**src/rtl/alu_pkg.sv**
```systemverilog
// Shared opcodes, sequencer state type and opcode helpers for the nibble ALU sequencer.
// Latency: none (declarations only).
// Backpressure: not applicable.
package alu_pkg;

  localparam logic [2:0] OP_NOT = 3'b000;
  localparam logic [2:0] OP_AND = 3'b010;
  localparam logic [2:0] OP_OR  = 3'b100;
  localparam logic [2:0] OP_XOR = 3'b110;
  localparam logic [2:0] OP_ADD = 3'b001;
  localparam logic [2:0] OP_SUB = 3'b011;

  typedef enum logic [1:0] {
    IDLE = 2'd0,
    RUN  = 2'd1,
    DONE = 2'd2
  } seq_state_t;

  // Only ADD and SUB chain a carry/borrow between nibbles.
  function automatic logic is_arith(input logic [2:0] op);
    return (op == OP_ADD) || (op == OP_SUB);
  endfunction

endpackage

```
**src/rtl/nibble_lane_reg.sv**
```systemverilog
// Operand/result registers with nibble slicing and indexed write-back.
// Latency: operand nibbles are combinational from idx; write-back lands on the next edge.
// Backpressure: none; load and wr are qualified by the owning FSM.
module nibble_lane_reg #(
  parameter int NIBBLES = 4,
  localparam int W  = 4 * NIBBLES,
  localparam int IW = $clog2(NIBBLES)
) (
  input  logic          clk,
  input  logic          rst_n,
  input  logic          load,
  input  logic [W-1:0]  load_a,
  input  logic [W-1:0]  load_b,
  input  logic          wr,
  input  logic [IW-1:0] idx,
  input  logic [3:0]    wr_y,
  output logic [3:0]    a_nib,
  output logic [3:0]    b_nib,
  output logic [W-1:0]  result
);

  logic [W-1:0] a_q;
  logic [W-1:0] b_q;
  logic [W-1:0] res_q;

  // Load clears the result so the previous op never leaks into a new one.
  always_ff @(posedge clk or negedge rst_n) begin
    if (!rst_n) begin
      a_q   <= '0;
      b_q   <= '0;
      res_q <= '0;
    end else if (load) begin
      a_q   <= load_a;
      b_q   <= load_b;
      res_q <= '0;
    end else if (wr) begin
      res_q[{idx, 2'b00} +: 4] <= wr_y;
    end
  end

  assign a_nib  = a_q[{idx, 2'b00} +: 4];
  assign b_nib  = b_q[{idx, 2'b00} +: 4];
  assign result = res_q;

endmodule

```
**src/rtl/alu_nibble_seq.sv**
```systemverilog
// Sequences one wide op through a 4-bit ALU, LSB nibble first, chaining carry/borrow.
// Latency: out_valid rises NIBBLES cycles after the accepting edge; one op per NIBBLES+2 cycles.
// Backpressure: in_ready only in IDLE; result held in DONE until out_ready. ALU_NIBBLE_SEQ_OVF_EN adds out_ovf.
module alu_nibble_seq
  import alu_pkg::*;
#(
  parameter int NIBBLES = 4,
  localparam int W = 4 * NIBBLES
) (
  input  logic         clk,
  input  logic         rst_n,
  input  logic         in_valid,
  output logic         in_ready,
  input  logic [W-1:0] in_a,
  input  logic [W-1:0] in_b,
  input  logic [2:0]   in_op,
  input  logic         in_cin,
  output logic [3:0]   alu_a,
  output logic [3:0]   alu_b,
  output logic [2:0]   alu_sel,
  output logic         alu_cin,
  input  logic [3:0]   alu_y,
  input  logic         alu_cout,
  output logic         out_valid,
  input  logic         out_ready,
  output logic [W-1:0] out_y,
  output logic         out_cout,
  output logic         out_zero
`ifdef ALU_NIBBLE_SEQ_OVF_EN
  ,
  output logic         out_ovf
`endif
);

  localparam int IW = $clog2(NIBBLES);
  localparam logic [IW-1:0] LAST = IW'(NIBBLES - 1);

  seq_state_t    state_q, state_d;
  logic [IW-1:0] idx_q;
  logic [2:0]    op_q;
  logic          carry_q;
  logic          cout_q;
  logic          zero_q;
  logic          accept;
  logic          step;
  logic          last;
  logic [3:0]    a_nib;
  logic [3:0]    b_nib;

  assign accept = in_valid && in_ready;
  assign step   = (state_q == RUN);
  assign last   = (idx_q == LAST);

  // FSM state register.
  always_ff @(posedge clk or negedge rst_n) begin
    if (!rst_n) state_q <= IDLE;
    else        state_q <= state_d;
  end

  // Next state and handshake outputs.
  always_comb begin
    state_d   = state_q;
    in_ready  = 1'b0;
    out_valid = 1'b0;
    case (state_q)
      IDLE: begin
        in_ready = 1'b1;
        if (in_valid) state_d = RUN;
      end
      RUN: begin
        if (last) state_d = DONE;
      end
      DONE: begin
        out_valid = 1'b1;
        if (out_ready) state_d = IDLE;
      end
      default: state_d = IDLE;
    endcase
  end

  // ALU drive: active only while stepping, parked at zero otherwise.
  always_comb begin
    alu_a   = 4'h0;
    alu_b   = 4'h0;
    alu_sel = 3'b000;
    alu_cin = 1'b0;
    if (step) begin
      alu_a   = a_nib;
      alu_b   = b_nib;
      alu_sel = op_q;
      alu_cin = carry_q & is_arith(op_q);
    end
  end

  // Sequencing state: nibble index, carry chain and result flags.
  // Zero is accumulated nibble by nibble since the result starts cleared.
  always_ff @(posedge clk or negedge rst_n) begin
    if (!rst_n) begin
      idx_q   <= '0;
      op_q    <= 3'b000;
      carry_q <= 1'b0;
      cout_q  <= 1'b0;
      zero_q  <= 1'b1;
    end else if (accept) begin
      idx_q   <= '0;
      op_q    <= in_op;
      carry_q <= in_cin;
      cout_q  <= 1'b0;
      zero_q  <= 1'b1;
    end else if (step) begin
      idx_q   <= last ? '0 : idx_q + 1'b1;
      carry_q <= alu_cout;
      zero_q  <= zero_q & (alu_y == 4'h0);
      if (last) cout_q <= is_arith(op_q) & alu_cout;
    end
  end

  nibble_lane_reg #(.NIBBLES(NIBBLES)) u_lane (
    .clk    (clk),
    .rst_n  (rst_n),
    .load   (accept),
    .load_a (in_a),
    .load_b (in_b),
    .wr     (step),
    .idx    (idx_q),
    .wr_y   (alu_y),
    .a_nib  (a_nib),
    .b_nib  (b_nib),
    .result (out_y)
  );

  assign out_cout = cout_q;
  assign out_zero = zero_q;

`ifdef ALU_NIBBLE_SEQ_OVF_EN
  logic ovf_q;
  logic ovf_d;

  // Signed overflow from the MSB nibble: operand signs are the top bits of the last slice.
  always_comb begin
    ovf_d = 1'b0;
    if (op_q == OP_ADD)
      ovf_d = (a_nib[3] == b_nib[3]) && (alu_y[3] != a_nib[3]);
    else if (op_q == OP_SUB)
      ovf_d = (a_nib[3] != b_nib[3]) && (alu_y[3] != a_nib[3]);
  end

  // Overflow flag captured alongside the final nibble.
  always_ff @(posedge clk or negedge rst_n) begin
    if (!rst_n)             ovf_q <= 1'b0;
    else if (accept)        ovf_q <= 1'b0;
    else if (step && last)  ovf_q <= ovf_d;
  end

  assign out_ovf = ovf_q;
`endif

endmodule

```
**config.mk**
```make
export PLATFORM = sky130hd
export DESIGN_NAME = alu_nibble_seq
export DESIGN_NICKNAME = d
export VERILOG_FILES = /design/src/rtl/alu_pkg.sv /design/src/rtl/nibble_lane_reg.sv /design/src/rtl/alu_nibble_seq.sv
export SDC_FILE = /design/constraint.sdc
export NUM_CORES = 1
export LEC_CHECK = 0
export BUFFER_PORTS_ARGS = -buffer_cell sky130_fd_sc_hd__buf_4
export CAP_MARGIN = 15
export CORE_MARGIN = 5
export CORE_UTILIZATION = 47
export CTS_CLUSTER_DIAMETER = 80
export DETAILED_ROUTE_END_ITERATION = 10
export GPL_TIMING_DRIVEN = 0
export PLACE_DENSITY = 0.76
export RECOVER_POWER = 25
export SETUP_SLACK_MARGIN = 0.2
export SLEW_MARGIN = 5
export SYNTH_ARGS = -nofsm -noshare
export SYNTH_HDL_FRONTEND = slang
export SYNTH_HIERARCHICAL = 1
export SYNTH_SLANG_ARGS = --single-unit
```
**constraint.sdc**
```tcl
create_clock -name clk -period 1.8 [get_ports clk]
set_input_delay 0.09 -clock clk [delete_from_list [all_inputs] [get_ports clk]]
set_output_delay 0.09 -clock clk [all_outputs]
set_load 0.005 [all_outputs]
```
==> flow_results.xml <==
<?xml version="1.0" encoding="UTF-8"?>
<metrics>
  <group name="die">
    <metric name="design.die.area" unit="sq um">7478</metric>
    <metric name="core_region_area" unit="sq um">5608</metric>
    <metric name="floorplan.rows" unit="">27</metric>
    <metric name="start_util" unit="%">49.02</metric>
    <metric name="chipHeight" unit="um">86.48</metric>
    <metric name="design.portCount" unit="">77</metric>
    <metric name="die_width" unit="um">86.48</metric>
  </group>
  <group name="yosys">
    <metric name="synthDistinctLibCells" unit="">35</metric>
    <metric name="async_flop_share" unit="%">100.0</metric>
    <metric name="synth_edf_count" unit="">0</metric>
    <metric name="syn-mean-instance-area" unit="sq um">13.95</metric>
    <metric name="synth.ff_latch_count" unit="">58</metric>
    <metric name="syn_nets" unit="">248</metric>
    <metric name="mappedNetlistArea" unit="sq um">2749</metric>
    <metric name="synth_cells" unit="">197</metric>
    <metric name="dominant_synthesized_flop_cell" unit="">sky130_fd_sc_hd__dfrtp_1</metric>
    <metric name="synthesis.yosys.warnings" unit="">6</metric>
    <metric name="yosysSeqAreaShare" unit="%">52.84</metric>
  </group>
  <group name="sta">
    <metric name="slew_headroom" unit="%">51.40</metric>
    <metric name="clock-skew-final" unit="ps">3.336</metric>
    <metric name="final_setup_violating_endpoints" unit="">0</metric>
    <metric name="tightestPinTransition" unit="ps">728.9</metric>
    <metric name="timing.final.ws_setup" unit="ps">50.66</metric>
    <metric name="fin_worst_hold_slack" unit="ps">23.32</metric>
    <metric name="hold_violations" unit="">0</metric>
    <metric name="max_clock_freq" unit="MHz">571.6</metric>
    <metric name="rsz_0062_raised_after_global_routing" unit="">yes</metric>
    <metric name="layout_worst_path_cycle_share" unit="%">97.19</metric>
    <metric name="final-max-slew-violation-count" unit="">0</metric>
    <metric name="period_needed" unit="ps">1749</metric>
  </group>
  <group name="routing">
    <metric name="drc" unit="">0</metric>
    <metric name="vias_per_cell" unit="">5.303</metric>
    <metric name="initialDrtViolationCount" unit="">87</metric>
    <metric name="highest_layer" unit="">met4</metric>
    <metric name="route.vias.total" unit="">2243</metric>
    <metric name="antenna_violating_nets_post_route" unit="">0</metric>
    <metric name="routed_wl" unit="um">7737</metric>
    <metric name="wl_met2" unit="um">4126</metric>
    <metric name="detail_route.wl_per_cell" unit="um">18.29</metric>
    <metric name="met1Wirelength" unit="um">2997</metric>
    <metric name="met3RoutedLength" unit="um">502</metric>
    <metric name="drt-pass1-iter-count" unit="">4</metric>
  </group>
  <group name="worst_setup_path">
    <metric name="cp.required" unit="ps">1710</metric>
    <metric name="worstPathMaxFanout" unit="">10</metric>
    <metric name="worstSetupPathType" unit="">flip-flop to primary output</metric>
    <metric name="worstReg2RegStart" unit="">state_q[1]$_DFFE_PN0P_</metric>
    <metric name="worst_setup_path_end_kind" unit="">primary output</metric>
    <metric name="setup.worst_path.start" unit="">idx_q[0]$_DFFE_PN0P_</metric>
    <metric name="worstPathBufferInverterCount" unit="">2</metric>
    <metric name="reg2reg_setup_slack" unit="ps">120</metric>
    <metric name="critical_path.max_stage_delay" unit="ps">510</metric>
    <metric name="worst-endpoint-arrival" unit="ps">1660</metric>
    <metric name="worstPathCellList" unit="">buf_12 &gt; mux4_2 &gt; and2_4 &gt; buf_6</metric>
    <metric name="cell_family_with_most_cp_delay" unit="">multiplexers</metric>
    <metric name="slowest_stage" unit="">sky130_fd_sc_hd__mux4_2</metric>
    <metric name="crit_path_start_kind" unit="">flip-flop</metric>
  </group>
  <group name="layout">
    <metric name="layout.filler_cells" unit="">333</metric>
    <metric name="num_antenna_cells" unit="">0</metric>
    <metric name="utilization" unit="%">80.05</metric>
    <metric name="finish.net_count" unit="">397</metric>
    <metric name="areaGrowthSynthToFinish" unit="%">63.31</metric>
    <metric name="drive_gt1_share" unit="%">56.41</metric>
  </group>
  <group name="grt">
    <metric name="pin_count_of_the_biggest_net_entering_global_routing" unit="">59</metric>
    <metric name="groute.usage.overall" unit="%">22.22</metric>
    <metric name="antenna_found_initial" unit="">0</metric>
    <metric name="grt_first_pass_wirelength" unit="um">12660</metric>
    <metric name="grt-ovfl-total" unit="">0</metric>
    <metric name="grt_pass1_vias" unit="">2544</metric>
  </group>
  <group name="min_path">
    <metric name="hold_path_startpoint" unit="">alu_cout</metric>
    <metric name="timing.hold.worst.class" unit="">input port to flip-flop</metric>
  </group>
  <group name="placement">
    <metric name="port_buffers" unit="">76</metric>
    <metric name="pre_cts_slack" unit="ps">-139.9</metric>
    <metric name="detailedPlacementHpwl" unit="um">4444</metric>
    <metric name="finalWeightedCongestion" unit="">0.7820</metric>
  </group>
  <group name="clock_tree">
    <metric name="clock-sinks" unit="">58</metric>
    <metric name="h_tree_lvls" unit="">3</metric>
    <metric name="ctsLongestPathBuffers" unit="">2</metric>
    <metric name="cts_tree" unit="">yes</metric>
    <metric name="cts_buffers" unit="">9</metric>
    <metric name="insertion_delay" unit="ps">340</metric>
    <metric name="clk_root_buffer_cell" unit="">sky130_fd_sc_hd__clkbuf_8</metric>
    <metric name="clkSlewWorstSetupHoldPaths" unit="ps">60</metric>
  </group>
  <group name="flow_run">
    <metric name="cap_violations" unit="">0</metric>
  </group>
  <group name="power">
    <metric name="fin_total_pwr" unit="mW">7.463</metric>
    <metric name="static_leak" unit="nW">2.070</metric>
    <metric name="vdd_ir_drop_max" unit="V">0.001073</metric>
    <metric name="power_density_cells" unit="nW/um^2">1662</metric>
  </group>
  <group name="run_status">
    <metric name="outcome" unit="">finished clean</metric>
  </group>
</metrics>
## path summary, 6_finish.rpt
check / to / depth (start not counted)
worst max-delay path: alu_b[0] / 4
worst min-delay path: carry_q$_DFFE_PN0P_ / 3
worst max register to register: op_q[2]$_DFFE_PN0P_ / 9
worst min register to register: u_lane/result[6]$_DFFE_PN0P_ / 1
max in group asynchronous: idx_q[0]$_DFFE_PN0P_ / 2
min in group asynchronous: state_q[0]$_DFFE_PN0P_ / 2
## layer usage
metal | vias up | track usage [%]
met5 | - | 0
met4 | 0 | 6.516
met3 | 12 | 7.034
met2 | 77 | 39.01
met1 | 1124 | 25.97
li1 | 1030 | -
## stage by stage
stage | setup TNS [ps] | cell area [sq um] | cells
2_1_floorplan | 0 | 2854 | 197
3_3_place_gp | -450.9 | 3515 | 345
3_5_place_dp | -884.8 | 3515 | 345
4_1_cts | 0 | 4358 | 419
5_1_grt | -12.68 | 4489 | 423
6_report | 0 | 4489 | 423
## flip-flops by register name (all words and copies together), names as in the netlist
name,flops
u_lane/a_q,16
u_lane/b_q,16
u_lane/result,16
op_q,3
idx_q,2
state_q,2
carry_q,1
out_cout,1
out_zero,1
## power by group
group          leakage, nW  switching (mW)  total, mW  internal [mW]
clock network       0.0872           0.501       1.03          0.531
registers            0.717           0.313       2.17           1.85
logic                 1.27            1.60       4.26           2.67
## cells by family (layout without fill, tap and decap cells)
group / count (synthesis) / after routing / synth area share [%]
flops: 58 / 58 / 52.85
mux: 47 / 47 / 22.35
simple gates: 44 / 44 / 11.56
compound gates: 25 / 25 / 7.328
buf+inv: 17 / 171 / 3.186
fa+ha+maj: 6 / 6 / 2.731
## synthesized netlist by cell type, types with 5 or more instances
cell / instances / area, sq um
sky130_fd_sc_hd__dfrtp_1: 57 / 1426
sky130_fd_sc_hd__o2bb2ai_1: 7 / 61.31
sky130_fd_sc_hd__nand2b_1: 5 / 31.28
sky130_fd_sc_hd__and2_1: 13 / 81.33
sky130_fd_sc_hd__mux2_2: 35 / 394.1
sky130_fd_sc_hd__nand4_1: 5 / 31.28
sky130_fd_sc_hd__buf_2: 7 / 35.03
sky130_fd_sc_hd__ha_1: 6 / 75.07
sky130_fd_sc_hd__mux4_2: 8 / 180.2
## layout by cell type, fill, tap and decap left out, drive strengths merged, types with 6 or more instances in the layout
cell type | synthesis | layout
and2 | 13 | 13
buf | 9 | 108
clkbuf | 4 | 19
dfrtp | 57 | 57
dlygate4sd3 | 0 | 37
ha | 6 | 6
mux2 | 35 | 35
mux4 | 8 | 8
nand2b | 6 | 6
o2bb2ai | 7 | 7
## layout make-up
class | count | area, sq um | area share (%)
timing repair buffer | 138 | 1246 | 27.76
clock buffer | 13 | 148.9 | 3.317
sequential | 58 | 1454 | 32.39
inverter | 4 | 30.03 | 0.6689
clock inverter | 3 | 15.01 | 0.3344
tap | 72 | 90.09 | 2.007
buffer | 13 | 185.2 | 4.125
multi-input combinational | 122 | 1320 | 29.40
## worst min-delay path: cells and delay by family
kind,cells,cell delay [ps]
AO/OA/AOI/OAI,2,140
buffers and inverters,1,90
## what timing repair did
item | 4_1_cts | 5_1_grt
gates cloned | 2 | 1
hold buffers | 37 | 0
buffers inserted | 19 | 3
endpoints found under the setup margin | 59 | 59
gates resized for setup | 37 | 24
pin swaps | 1 | 3
endpoints found under the hold margin | 93 | 0
Note: power is estimated with default switching activity, not from simulation.
